$ cat src/rtl/msk_p2s.sv
// msk_p2s: MSK demodulator back end. Takes alternating Q/I hard decisions
// (Q first in every frame), differentially decodes them into a serial bit
// stream and packs each 32-bit frame MSB-first into a word.
//
// Ports
//   logic_clk_in     in   system clock, all registers on its rising edge
//   logic_rst_in     in   asynchronous active-high reset
//   demod_pulse_in   in   one-cycle frame-start strobe
//   demod_vaild_in   in   one-cycle symbol strobe (I/Q valid this cycle)
//   demod_i_in       in   I-branch hard decision
//   demod_q_in       in   Q-branch hard decision
//   p2s_pulse_out    out  demod_pulse_in delayed one cycle
//   p2s_vaild_out    out  one-cycle strobe, p2s_data_out valid
//   p2s_data_out     out  decoded serial bit (held between strobes)
//   p2s_data_cnt     out  bits emitted in the current frame, 0..32
//   p2s_word_out     out  last complete frame, first bit in [31]
//   p2s_word_vaild   out  one-cycle strobe, p2s_word_out just updated
//   p2s_overrun_out  out  sticky: symbol strobe seen with no open frame
//   debug_signal     out  probe bus, live strobes in [63:56], rest zero
module msk_p2s #(
  parameter int FRAME_BITS = 32
) (
  input  logic                  logic_clk_in,
  input  logic                  logic_rst_in,
  input  logic                  demod_pulse_in,
  input  logic                  demod_vaild_in,
  input  logic                  demod_i_in,
  input  logic                  demod_q_in,
  output logic                  p2s_pulse_out,
  output logic                  p2s_vaild_out,
  output logic                  p2s_data_out,
  output logic [6:0]            p2s_data_cnt,
  output logic [FRAME_BITS-1:0] p2s_word_out,
  output logic                  p2s_word_vaild,
  output logic                  p2s_overrun_out,
  output logic [63:0]           debug_signal
);

  typedef enum logic [1:0] {
    S_IDLE = 2'd0,
    S_RUN  = 2'd1,
    S_DONE = 2'd2
  } state_t;

  state_t                r_state;
  state_t                w_state_next;

  logic                  r_prev_b;
  logic                  r_sel;
  logic [6:0]            r_cnt;
  logic [FRAME_BITS-1:0] r_word_sr;
  logic [FRAME_BITS-1:0] r_word_out;
  logic                  r_pulse_d;
  logic                  r_data;
  logic                  r_vaild;
  logic                  r_word_vaild;
  logic                  r_overrun;

  logic                  w_dec_en;
  logic                  w_ovr_set;
  logic                  w_prev_eff;
  logic                  w_b;
  logic                  w_a;
  logic                  w_last;
  logic [6:0]            w_cnt_base;
  logic [6:0]            w_cnt_inc;
  logic [FRAME_BITS-1:0] w_sr_base;
  logic [FRAME_BITS-1:0] w_sr_shift;

  // State register
  always_ff @(posedge logic_clk_in or posedge logic_rst_in) begin
    if (logic_rst_in) begin
      r_state <= S_IDLE;
    end else begin
      r_state <= w_state_next;
    end
  end

  // Next state: a pulse always (re)opens a frame; the last bit closes it.
  always_comb begin
    w_state_next = r_state;
    if (w_last) begin
      w_state_next = S_DONE;
    end else if (demod_pulse_in) begin
      w_state_next = S_RUN;
    end
  end

  // Decode control. A pulse arriving with a symbol decodes that symbol as
  // the first of the new frame, so the frame-start values (prev_b=1, Q
  // branch, empty count/shift register) are substituted combinationally.
  always_comb begin
    w_dec_en   = demod_vaild_in & (demod_pulse_in | (r_state == S_RUN));
    w_ovr_set  = demod_vaild_in & ~w_dec_en;
    w_prev_eff = demod_pulse_in ? 1'b1 : r_prev_b;
    w_b        = (demod_pulse_in | ~r_sel) ? demod_q_in : demod_i_in;
    w_a        = ~(w_b ^ w_prev_eff);
    w_cnt_base = demod_pulse_in ? 7'd0 : r_cnt;
    w_cnt_inc  = w_cnt_base + 7'd1;
    w_sr_base  = demod_pulse_in ? '0 : r_word_sr;
    w_sr_shift = {w_sr_base[FRAME_BITS-2:0], w_a};
    w_last     = w_dec_en & (w_cnt_inc == 7'(FRAME_BITS));
  end

  // Datapath
  always_ff @(posedge logic_clk_in or posedge logic_rst_in) begin
    if (logic_rst_in) begin
      r_prev_b     <= 1'b1;
      r_sel        <= 1'b0;
      r_cnt        <= 7'd0;
      r_word_sr    <= '0;
      r_word_out   <= '0;
      r_pulse_d    <= 1'b0;
      r_data       <= 1'b0;
      r_vaild      <= 1'b0;
      r_word_vaild <= 1'b0;
      r_overrun    <= 1'b0;
    end else begin
      r_pulse_d    <= demod_pulse_in;
      r_vaild      <= w_dec_en;
      r_word_vaild <= w_last;
      if (w_dec_en) begin
        r_data    <= w_a;
        r_prev_b  <= w_b;
        r_sel     <= demod_pulse_in ? 1'b1 : ~r_sel;
        r_cnt     <= w_cnt_inc;
        r_word_sr <= w_sr_shift;
      end else if (demod_pulse_in) begin
        r_prev_b  <= 1'b1;
        r_sel     <= 1'b0;
        r_cnt     <= 7'd0;
        r_word_sr <= '0;
      end
      // Separate output word so the published frame stays stable while
      // the next frame is being shifted in.
      if (w_last) begin
        r_word_out <= w_sr_shift;
      end
      if (w_ovr_set) begin
        r_overrun <= 1'b1;
      end
    end
  end

  assign p2s_pulse_out   = r_pulse_d;
  assign p2s_vaild_out   = r_vaild;
  assign p2s_data_out    = r_data;
  assign p2s_data_cnt    = r_cnt;
  assign p2s_word_out    = r_word_out;
  assign p2s_word_vaild  = r_word_vaild;
  assign p2s_overrun_out = r_overrun;

  assign debug_signal = {r_pulse_d, r_word_vaild, r_data, r_vaild,
                         w_b, demod_q_in, demod_i_in, demod_vaild_in,
                         56'd0};

endmodule
$ cat config.mk
export PLATFORM = sky130hd
export DESIGN_NAME = msk_p2s
export DESIGN_NICKNAME = d
export VERILOG_FILES = /design/src/rtl/msk_p2s.sv
export SDC_FILE = /design/constraint.sdc
export NUM_CORES = 1
export LEC_CHECK = 0
export ABC_AREA = 1
export ABC_CLOCK_PERIOD_IN_PS = 3400
export CAP_MARGIN = 20
export CORE_MARGIN = 4
export CORE_UTILIZATION = 47
export CTS_CLUSTER_DIAMETER = 120
export CTS_CLUSTER_SIZE = 25
export DETAILED_ROUTE_END_ITERATION = 10
export PLACE_DENSITY = 0.8
export SLEW_MARGIN = 0
export SYNTH_ARGS = -nofsm -noshare
export SYNTH_HDL_FRONTEND = slang
export SYNTH_SLANG_ARGS = --single-unit
$ cat constraint.sdc
create_clock -name logic_clk_in -period 3.4 [get_ports logic_clk_in]
set_input_delay 0.68 -clock logic_clk_in [delete_from_list [all_inputs] [get_ports logic_clk_in]]
set_output_delay 0.68 -clock logic_clk_in [all_outputs]
set_load 0.02 [all_outputs]
# Yosys cells after proc, flatten, opt, wreduce, memory -nomap -nowiden
# Cells that the tools add are included.
[totals]
ff_bits = 79
in_bits = 6
output_inout_bits = 108
elab_cells = 37
[classes]
add_sub_neg = 1
eq_ne = 2
n_mux = 12
n_bitwise = 9
reduce_logical = 2
[op_table]
columns = ["cell", "count"]
rows = [
  ["two-way mux 31 bit", 2],
  ["two-way mux 7 bit", 2],
  ["adder 7 x 1 -> 7 bit, second input constant", 1],
  ["equality test 7 x 6 -> 1 bit, second input constant", 1],
  ["two-way mux 1 bit", 6],
  ["two-way mux 2 bit", 2],
  ["nonzero test 2 bit", 2],
  ["AND 1 bit", 3],
  ["NOT 1 bit", 3],
  ["equality test 2 x 1 -> 1 bit, second input constant", 1],
  ["OR 1 bit", 2],
  ["XOR 1 bit", 1],
]

# Depth between registers and ports, before layout
# Gate-level depths: netlist of run 1.
[depth]
depth_word = 6
ltp_mapped = 14
ltp_nobuf = 11

# Worst setup path after synthesis of run 1
# Ideal clock, no wire load.
[synth_path]
path_type = "input to register"
start = "in demod_pulse_in"
end = "reg r_word_out[0], in the netlist p2s_word_out[0]"
setup_ps = 117
arrival_ps = 2127
required_time_ps = 3283
setup_slack_ps = 1156
stages = 14
n_path_buf = 3
cell_sequence = "inv_2 > buf_6 > clkbuf_1 > nand2_1 > inv_1 > ha_1 > inv_1 > nor2_2 > nand3_2 > nor2_4 > nand2_4 > buf_6 > nand2_1 > nand2_1"
[synth_via]
elab_chain_cells = 4
word_cells_on_any_way = 11
cone_classes = "1 x add/sub; 1 x eq/ne; 3 x mux; 6 x bitwise"
[synth_lines]
columns = ["element", "line", "source"]
rows = [
  ["start, declared", "25", "input logic demod_pulse_in,"],
  ["two-way mux 7 bit or OR 1 bit (tied branches)", "n/a", ""],
  ["adder 7 x 1 -> 7 bit or two-way mux 1 bit (tied branches)", "99, 96", ""],
  ["equality test 7 x 6 -> 1 bit or XOR 1 bit (tied branches)", "102, 97", ""],
  ["AND 1 bit or NOT 1 bit (tied branches)", "102, 97", ""],
  ["end signal, assigned", "137", "r_word_out <= w_sr_shift;"],
  ["end, declared", "52", "logic [FRAME_BITS-1:0] r_word_out;"],
]
# Parallel ways exist; a longest one is shown, timed or not.
# A chain may end at the register's enable or synchronous reset.

# Final worst setup path of run 1
[layout_path]
start = "in demod_pulse_in"
end = "out debug_signal[59]"
[layout_via]
elab_chain_cells = 2
[layout_lines]
columns = ["element", "line", "source"]
rows = [
  ["OR 1 bit", "96", "w_b = (demod_pulse_in | ~r_sel) ? demod_q_in : demod_i_in;"],
  ["two-way mux 1 bit", "96", ""],
  ["end, declared", "36", "output logic [63:0] debug_signal"],
]
# Every way passes these cells.

==> run metrics, run 1 <==
slew at the pin with the worst max-slew slack=0.595 ns; clock slew at reported path FFs=0.08 ns; GRT Total Usage=0.154; Final Instance Area=0.00445 mm²; Final GP Congestion=0.880; largest net degree at the start of global routing=71; via count=2,833; Post CTS Setup Buffer Count=0; leakage dissipation=0.00252 µW; clock sinks=79; DIE AREA=0.00973 mm²; Placed Instance Area=0.00421 mm²; Critical Path RT=2.72 ns; post-synthesis sequential area ratio=0.512; worst r2r path cells=9; clk buf depth=2; CTS tree=built; Final Hold Fails=0; Hold WC Path Type=reg2reg; Seq pwr share=0.512; Switch Pwr=480 µW; Die Span Y=98.7 µm; CTS resizes=0; r2r setup slk=1.24 ns; Finish-stage setup viols=0; crit path capture type=output port; CTS Hold Bufs=0; first-pass GRT wire length=12,300 µm; initial antenna violation count=0; HP Start=p2s_overrun_out$_DFFE_PP0P_; Yosys cell types=23; CTS Buf Count=9; Logic pwr share=0.098; First DRT Iteration DRCs=178; vias per cell=4.62; average cell area after synthesis=8.38 µm²; Ys Warns=0; wire per inst=11.9 µm; number of port buffers=57; arrival time worst endpoint=2.30 ns; Sw Ratio=0.255; boundary pin count=114; Setup crit start kind=input pin; Power Dens Cells=423 mW/mm²; VDD IR max=0.237 mV; number of diodes=0; post-route clock skew=0.00876 ns; vias in the first global route=2,786; clock insertion delay at the later pin of the skew report=0.35 ns; fmax=336 MHz; Total Wirelength=7270 µm; Initial Utilization=0.492; Final Max Slew Viols=0; Max-slew headroom=0.603; Gate Count Post-Synth=461; DRC Markers=0; Tmin final=2.98 ns; Nets=513; critical path launch point=demod_pulse_in; Worst Hold Path EP=p2s_overrun_out$_DFFE_PP0P_; Fin Setup TNS=0 ns; type of the worst setup path=in2out; GRT Residual Overflow=0; unrepaired setup endpoints after global routing=no; internal power=1400 µW; Layout area overhead=15.1%; hold depth=1; first-pass detailed-route iteration total=5; Core Area=0.00785 mm²; max_cap viols=0; Tcrit/Tclk final=0.877; outcome=finished clean; R2R Path Start=p2s_data_cnt[3]$_DFF_PP0_; # rows=32; number of H-tree levels=3; FILL cells=720; Die X-Extent=98.7 µm; reg2reg end=p2s_word_out[13]$_DFFE_PP0P_; DP HPWL=5020 µm; Seq cells post-synth=79; CTS root buffer=clkbuf_8; CP Max Fanout=22; Clock Power Share=0.390; mapped cell area=0.00386 mm²; layout cells sized above 1=0.0665; Routed Antenna Nets=0
worst max path at each step:
stage                                         to  slack [ns]  depth (start not counted)
finish                          debug_signal[59]        0.42                          6
floorplan              p2s_data_cnt[0]$_DFF_PP0_        0.70                          1
CTS                             debug_signal[59]        0.42                          6
global placement    p2s_word_out[18]$_DFFE_PP0P_        0.34                          9
global route                    debug_signal[59]        0.33                          6
detailed placement     p2s_data_cnt[5]$_DFF_PP0_        0.26                          9
cell usage in the layout (no fill, tap or decap), types with 6 or more instances in the layout:
| master | count |
|---|---|
| nand3_1 | 36 |
| conb_1 | 56 |
| nand2_1 | 154 |
| clkdlybuf4s50_1 | 57 |
| clkbuf_8 | 12 |
| inv_1 | 42 |
| o21ai_0 | 38 |
| buf_4 | 6 |
| nor2_1 | 8 |
| dfrtp_1 | 78 |
critical path: stages:
cell,delay (ns)
clkdlybuf4s50_1,0.44
inv_2,0.30
nand2_1,0.15
nand2_1,0.09
nand2_1,0.09
clkdlybuf4s50_1,0.56
metal layers:
layer  GRT usage  vias to the layer above  wire length, µm
met2       0.268                       99             3660
met1       0.179                     1338             2980
met4      0.0557                        0               88
li1            -                     1388                -
met5           0                        -                0
met3      0.0502                        8              540
sequential cells by signal (all words and copies together) (netlist names):
name / flops
p2s_data_cnt: 7
p2s_data_out: 1
p2s_overrun_out: 1
p2s_pulse_out: 1
p2s_vaild_out: 1
p2s_word_out: 32
p2s_word_vaild: 1
r_prev_b: 1
r_sel: 1
r_state: 2
r_word_sr: 31
Yosys cell counts:
library cell | n | area, µm²
nor2_4 | 1 | 11.3
nand3_2 | 3 | 30.0
clkbuf_1 | 10 | 37.5
conb_1 | 1 | 3.75
buf_6 | 4 | 45.0
a21o_1 | 1 | 7.51
xor2_1 | 3 | 26.3
nand3_1 | 36 | 180
dfrtp_1 | 78 | 1950
nand2_4 | 1 | 11.3
xnor2_1 | 1 | 8.76
buf_2 | 4 | 20.0
nand4_1 | 1 | 6.26
nor2_1 | 8 | 30.0
nand2_1 | 154 | 578
inv_1 | 43 | 161
buf_4 | 67 | 503
o21ai_1 | 1 | 5.00
nor2_2 | 1 | 6.26
inv_2 | 3 | 11.3
dfstp_2 | 1 | 26.3
ha_1 | 1 | 12.5
o21ai_0 | 38 | 190
stage by stage:
step | hold slack [ns] | instances | worst slack, ns | utilization | power [µW]
after global placement | 0.439 | 596 | 0.337 | 0.536 | 1160
after detailed placement | 0.460 | 596 | 0.258 | 0.536 | 1160
after global routing | 0.497 | 613 | 0.329 | 0.567 | 1960
after floorplan | 0.478 | 516 | 0.698 | - | 1170
after CTS | 0.478 | 612 | 0.418 | 0.564 | 1900
final | 0.468 | 613 | 0.420 | 0.567 | 1880
cell type report:
cell class	count	area, µm²	share of cell area
multi-input cells	306	1310	0.295
well taps	102	128	0.0287
flip-flops and latches	79	1980	0.445
clock buffers	12	165	0.0371
clock inverters	4	52.6	0.0118
inverters	46	174	0.0391
repair buffers	64	636	0.143
logic make-up (layout without fill, tap and decap cells):
logic type / Yosys count / in the layout / synth area share
DFF: 79 / 79 / 0.512
AOI/OAI and AO/OA: 40 / 40 / 0.0525
other: 1 / 56 / 0.000971
adders and majority gates: 1 / 1 / 0.00324
and+or+nand+nor: 205 / 205 / 0.221
xor gates and xnor gates: 4 / 4 / 0.00907
buffers and inverters: 131 / 126 / 0.201
power by group through the flow:
stage | clock (µW) | combinational (µW) | sequential (µW)
2_1_floorplan | 0 | 179 | 990
3_3_place_gp | 0 | 179 | 982
3_5_place_dp | 0 | 182 | 982
4_1_cts | 750 | 182 | 964
5_1_grt | 797 | 201 | 966
6_report | 734 | 184 | 963
(Power assumes the default switching activity.)
==> run 2, diff against run 1 <==
--- a/config.mk
+++ b/config.mk
@@ -7,7 +7,7 @@
 export LEC_CHECK = 0
 export ABC_AREA = 1
 export ABC_CLOCK_PERIOD_IN_PS = 3400
-export CAP_MARGIN = 20
+export CAP_MARGIN = 25
 export CORE_MARGIN = 4
 export CORE_UTILIZATION = 47
 export CTS_CLUSTER_DIAMETER = 120
==> results of run 2 <==
Same layout as run 1: the final DEF is identical, and so are final timing and power.
==> run 3, diff against run 2 <==
--- a/config.mk
+++ b/config.mk
@@ -6,7 +6,6 @@
 export NUM_CORES = 1
 export LEC_CHECK = 0
 export ABC_AREA = 1
-export ABC_CLOCK_PERIOD_IN_PS = 3400
 export CAP_MARGIN = 25
 export CORE_MARGIN = 4
 export CORE_UTILIZATION = 47
@@ -18,3 +17,4 @@
 export SYNTH_ARGS = -nofsm -noshare
 export SYNTH_HDL_FRONTEND = slang
 export SYNTH_SLANG_ARGS = --single-unit
+export TNS_END_PERCENT = 1
==> results of run 3 <==
Same layout as run 1: the final DEF is identical, and so are final timing and power.
